File: src/rtl/two_to_four_dec.sv
// Registered 2-to-4 one-hot decoder with selectable output polarity.
// Reset asserts asynchronously; release passes through a 2-flop synchronizer.
module two_to_four_dec #(
   parameter bit OUT_ACTIVE_LOW = 1'b0
) (
   input  logic       clk,
   input  logic       rst_n,
   input  logic [1:0] A,
   output logic       W,
   output logic       X,
   output logic       Y,
   output logic       Z
);

   logic [1:0] sync_q;
   logic [3:0] dec_q;
   logic [3:0] out_q;

   // Any select that is not a clean 00..11 (X/Z in simulation) yields no active line.
   function automatic logic [3:0] decode(input logic [1:0] sel);
      case (sel)
         2'b00:   decode = 4'b0001;
         2'b01:   decode = 4'b0010;
         2'b10:   decode = 4'b0100;
         2'b11:   decode = 4'b1000;
         default: decode = 4'b0000;
      endcase
   endfunction

   // Reset release synchronizer: sync_q[0] arms loading on the 2nd edge after release
   always_ff @(posedge clk or negedge rst_n) begin
      if (!rst_n) begin
         sync_q <= 2'b00;
      end else begin
         sync_q <= {sync_q[0], 1'b1};
      end
   end

   // Decode register
   always_ff @(posedge clk or negedge rst_n) begin
      if (!rst_n) begin
         dec_q <= 4'b0000;
      end else if (sync_q[0]) begin
         dec_q <= decode(A);
      end
   end

   // sync_q[1] rises on the same edge as the first load, so the mask only
   // guarantees the outputs stay inactive until the synchronizer has settled.
   assign out_q = (dec_q & {4{sync_q[1]}}) ^ {4{OUT_ACTIVE_LOW}};

   assign W = out_q[0];
   assign X = out_q[1];
   assign Y = out_q[2];
   assign Z = out_q[3];

endmodule

File: config.mk
export PLATFORM = sky130hd
export DESIGN_NAME = two_to_four_dec
export DESIGN_NICKNAME = d
export VERILOG_FILES = /design/src/rtl/two_to_four_dec.sv
export SDC_FILE = /design/constraint.sdc
export NUM_CORES = 1
export LEC_CHECK = 0
export BUFFER_PORTS_ARGS = -buffer_cell sky130_fd_sc_hd__buf_4
export CAP_MARGIN = 5
export CORE_AREA = 2 2 39 41
export CTS_BUF_LIST = sky130_fd_sc_hd__clkbuf_4
export DETAILED_ROUTE_END_ITERATION = 7
export DIE_AREA = 0 0 41 43
export GPL_ROUTABILITY_DRIVEN = 0
export SETUP_SLACK_MARGIN = 0.02
export SLEW_MARGIN = 20
export SYNTH_ARGS = -nofsm -noshare
export SYNTH_HDL_FRONTEND = slang
export SYNTH_SLANG_ARGS = --single-unit
File: constraint.sdc
create_clock -name clk -period 1 [get_ports clk]
set_clock_uncertainty 0.15 [all_clocks]
set_input_delay 0.05 -clock clk [delete_from_list [all_inputs] [get_ports clk]]
set_output_delay 0.05 -clock clk [all_outputs]
set_load 0.01 [all_outputs]
==> out/metrics.yaml, run 1 <==
status: "finished, violations left"
violations: "setup timing"
via_count: 196
cap_violations: 0
h-tree-depth: 1
p_per_area_nw_per_um2: 1380
nets: 45
start_util_pct: 17.6
area_growth_syn_to_layout_pct: 74.9
post-route-period-util_pct: 109
yosysMostFrequentCell: "dfrtp_1"
hpwlAfterDp_um: 303
dieHeight_um: 43
final.setup.worst_slack_ns: -0.0865
ys_top_cells_by_count: "6 x dfrtp_1, 4 x and2_1, 3 x inv_1, 3 x o21ai_0, 2 x nand3b_1"
async_flop_share_pct: 100
via_per_inst: 3.56
final_hold_viol_count: 0
report.final.slew_viol_count: 0
syn_area_um2: 244
utilization_pct: 30.8
fin_setup_tns_ns: -0.354
n_antenna_cell: 0
path_class: "flop to primary output"
synth_area_per_cell_um2: 11.1
start_kind: "flop"
rsz0062_at_grt: "yes"
cts_buffers: 3
max_freq_ghz: 0.920
layout-drive-gt1-share_pct: 38.5
totalWireLength_um: 443
cts_sinks: 6
cts_tree: "built"
synth.ff_latch_count: 6
antenna_found_initial: 0
clock-root-buffer: "clkbuf_4"
fp-row-count: 14
ctsLongestPathBuffers: 2
wl_per_cell_um: 8.05
p_leak_nw: 0.205
synth.yosys.seq_area_share_pct: 61.5
overflow: 0
cp-end-kind: "primary output"
synthTopCellsByArea: "dfrtp_1 62%, and2_1 10%, o21ai_0 6.2%"
syn_nets: 26
worstPathMaxFanout: 4
syn_inst: 22
die_w_um: 41
period_minus_slack_ns: 1.09
clk_latency_ns: 0.24
hp-class: "input port to flop"
grt_pass1_wl_um: 752
crit_required_ns: 0.80
synth_top_area_share_pct: 61.5
yosysTopAreaCell: "dfrtp_1"
grt_pass1_vias: 204
track_usage_pct: 6.88
io_pins: 8
die-area_um2: 1760
core_area_um2: 1380
synth_cell_types: 9
synth_flop_cell: "dfrtp_1"
synth-edff-count: 0
cp.arrival_ns: 0.89
io_buffers: 7
drt_iter0_drc: 1
synth_warnings: 0
clk_pin_slew_ns: 0.05
ir_drop_v: 0.000637
grt_max_degree: 8
setup_viol: 5
drc: 0
dr.pass1.iters: 2
antenna_left: 0
## through the flow
step                hold WS (ns)  setup slack, ns  std cells  total power, W  area, µm²
floorplan                 -0.396          0.00577         22        0.000300        244
global placement          -0.292           0.0618         46        0.000336        324
detailed placement        -0.290           0.0395         46        0.000337        324
CTS                       0.0144           -0.102         54        0.000592        412
global route              0.0308           -0.133         55        0.000634        427
finish                    0.0260          -0.0865         55        0.000590        427
## placed cells by master (no fill, tap or decap), drive strengths merged
cell type	n
conb	1
nor2	1
clkbuf	3
o21ai	3
inv	3
buf	10
dfrtp	6
mux2	1
dlygate4sd3	4
and2	4
nand3b	2
nand3	1
## kinds of logic after synthesis
group,synth area share [%]
and+or+nand+nor,20.0
muxes,6.15
other,1.54
DFF,61.5
AOI/OAI and AO/OA,6.15
buffers and inverters,4.62
## registers in the layout, indices dropped and copies added (netlist names)
name	flops
sync_q	2
dec_q	4
## where the power goes
group | internal [W] | switching [W]
logic | 0.0000650 | 0.0000334
registers | 0.000261 | 0.00000980
clock network | 0.000136 | 0.0000857
## critical path, cell delays in order, from the launching register on
cell	delay, ns
dfrtp_1	0.38
and2_4	0.16
buf_6	0.11
## routing by layer
layer	global-route usage, %	vias up	wire [µm]
li1	-	103	-
met1	8.22	83	215
met2	8.75	10	197
met3	4.71	0	31
met4	4.00	0	0
met5	0	-	0
## final timing paths
path / end / slack, ns / startpoint / cells past startpoint
max in group asynchronous: sync_q[1] / 0.05 / rst_n / 3
setup / recovery: W / -0.09 / sync_q[1] / 2
min in group asynchronous: sync_q[0] / 0.53 / rst_n / 3
hold reg to reg: dec_q[3] / 0.36 / dec_q[3] / 2
setup reg to reg: dec_q[0] / -0.03 / dec_q[0] / 2
hold / removal: dec_q[0] / 0.03 / A[1] / 3
## area by class of cell
cell class / count / area (µm²)
fill: 152 / 957
sequential: 6 / 150
timing repair buffer: 14 / 138
multi-input combinational: 13 / 85.1
clock buffer: 3 / 22.5
tap: 16 / 20.0
inverter: 3 / 11.3
## timing repair
item,CTS,global route
hold buffers,4,2
hold endpoints to repair,9,3
setup endpoints to repair,4,8
gates resized for setup,5,5
buffers inserted,1,1
pin swaps,2,1
Note: power is estimated with default switching activity, not from simulation.
==> run 2: changes to the inputs <==
- SETUP_SLACK_MARGIN: 0.02 -> 0.5
==> run 2 against run 1 <==
  * The flow finishes with violations (hold timing, setup timing)
  * Clock power fell by 2%
  * Worst hold slack got worse by 0.11 ns
  * Maximum frequency fell by 0.23%
  * Global-route usage decreased by 1.1 points
  * Combinational power fell by 4.4%
  * Utilization decreased by 1.5 points
  * Critical endpoint is now Y
  * Largest power group unchanged
==> out/metrics.yaml, run 2 (same netlist as run 1, synthesis figures left out) <==
final.setup.worst_slack_ns: -0.0890  # -0.00248 ns
seq_area_um2: 150  # unchanged
ir_drop_v: 0.000535  # -16%
grt_pass1_vias: 163  # -20%
p_leak_nw: 0.195  # -5.0%
cts_sinks: 6  # unchanged
final_hold_viol_count: 9  # +9
setup_viol: 5  # unchanged
r2r_slack_ns: -0.02  # about the same
status: "finished, violations left"
start_util_pct: 17.6  # unchanged
violations: "hold timing, setup timing"
multiInputGateArea_um2: 101  # +19%
post-route-period-util_pct: 109  # +0.25 points
drc: 0  # unchanged
layout-drive-gt1-share_pct: 54.3  # +16 points
period_minus_slack_ns: 1.09  # +0.00248 ns
hp-start: "A[1]"
dpl_worst_slack_ns: 0.0555  # +0.0159 ns
route.met3.wl_um: 44  # +42%
path_class: "flop to primary output"
cp-end-kind: "primary output"
hold-path-endpoint: "dec_q[3]"
die-area_um2: 1760  # unchanged
regMostFlops: "dec_q"
largest_reg_flops: 4  # unchanged
fp-row-count: 14  # unchanged
cts_tree: "built"
io_pins: 8  # unchanged
whs_ns: -0.0800  # -0.106 ns
dr.pass1.iters: 4  # +2
grt_pass1_wl_um: 641  # -15%
via_count: 187  # -4.6%
dp.cells: 46  # unchanged
dieHeight_um: 43  # unchanged
cap_violations: 0  # unchanged
hp-class: "input port to flop"
hold_depth: 3  # unchanged
fill_cells: 147  # -3.3%
cts_hold_buf: 1  # -3
r2r-end: "dec_q[0]"
ctsLongestPathBuffers: 2  # unchanged
cts_buffers: 3  # unchanged
hpwlAfterDp_um: 301  # -0.73%
wl_met1_um: 180  # -16%
clock-root-buffer: "clkbuf_4"
track_usage_pct: 5.78  # -1.1 points
antenna_left: 0  # unchanged
stdcell_count: 51  # -7.3%
reg_top3: "dec_q x4, sync_q x2"
area_growth_syn_to_layout_pct: 66.2
io_buffers: 7  # unchanged
r2r_start: "dec_q[0]"
clk_latency_ns: 0.24  # about the same
dr.max_layer_used: "met3"
start_kind: "flop"
fin_setup_tns_ns: -0.367  # -0.0121 ns
crit_required_ns: 0.80  # about the same
p_per_area_nw_per_um2: 1440  # +3.8%
rsz0062_at_grt: "yes"
clk_pin_slew_ns: 0.04  # about the same
reg2regPathDepth: 2  # unchanged
overflow: 0  # unchanged
h-tree-depth: 1  # unchanged
report.final.slew_viol_count: 0  # unchanged
drt_iter0_drc: 4  # +3
wl_per_cell_um: 7.63  # -5.3%
wl_met2_um: 164  # -17%
grt_max_degree: 8  # unchanged
totalWireLength_um: 389  # -12%
cp.arrival_ns: 0.89  # about the same
n_antenna_cell: 0  # unchanged
antenna_found_initial: 0  # unchanged
nets: 41  # -8.9%
die_w_um: 41  # unchanged
worstPathMaxFanout: 4  # unchanged
via_per_inst: 3.67  # +2.9%
core_area_um2: 1380  # unchanged
layout_common_cells: "6 x dfrtp_1, 6 x buf_6, 4 x and2_4"
max_freq_ghz: 0.918  # -0.23%
==> run 2: area by class of cell <==
type                    instances  area share, %
multi-input cells              13           25.0
flip-flops and latches          6           37.0
clock buffers                   3           5.56
well taps                      16           4.94
inverters                       3           2.78
repair buffers                 10           24.7
==> run 2: worst max-delay path by stage <==
stage,start,to,slack [ns]
after floorplan,sync_q[0],dec_q[0],0.007
after global placement,sync_q[0],dec_q[1],0.06
after detailed placement,sync_q[0],dec_q[2],0.06
after CTS,sync_q[1],Z,-0.10
after global routing,sync_q[1],W,-0.14
final,sync_q[1],Y,-0.09
==> run 2: power breakdown <==
part | switching [W] | total (W) | internal (W)
registers | 0.0000110 | 0.000272 | 0.000261
logic | 0.0000341 | 0.0000941 | 0.0000600
clock network | 0.0000808 | 0.000216 | 0.000135
total | 0.000126 | 0.000582 | 0.000456
==> run 2: routing by layer <==
| metal | vias to the layer above | GRT usage [%] |
|---|---|---|
| met5 | - | 0 |
| met4 | 0 | 2.00 |
| met3 | 0 | 4.71 |
| met2 | 10 | 6.25 |
| met1 | 81 | 8.31 |
| li1 | 96 | - |
==> run 2: critical path: stages (launching register included) <==
cell     delay [ns]
dfrtp_1        0.40
and2_4         0.15
buf_6          0.11
==> run 2: through the flow <==
step                      power [W]  instance area [µm²]  utilization [%]  hold slack [ns]
after floorplan            0.000309                  254                -           -0.396
after global placement     0.000344                  334             24.1           -0.292
after detailed placement   0.000346                  334             24.1           -0.291
after CTS                  0.000591                  402             29.0          -0.0782
after global routing       0.000620                  405             29.3          -0.0622
final                      0.000582                  405             29.3          -0.0800
==> run 2: timing repair <==
| action | CTS | global route |
|---|---|---|
| setup buffers | 1 | 0 |
| hold endpoints to repair | 9 | 3 |
| endpoints found under the setup margin | 9 | 9 |
| gates cloned | 0 | 0 |
| resized for setup | 10 | 1 |
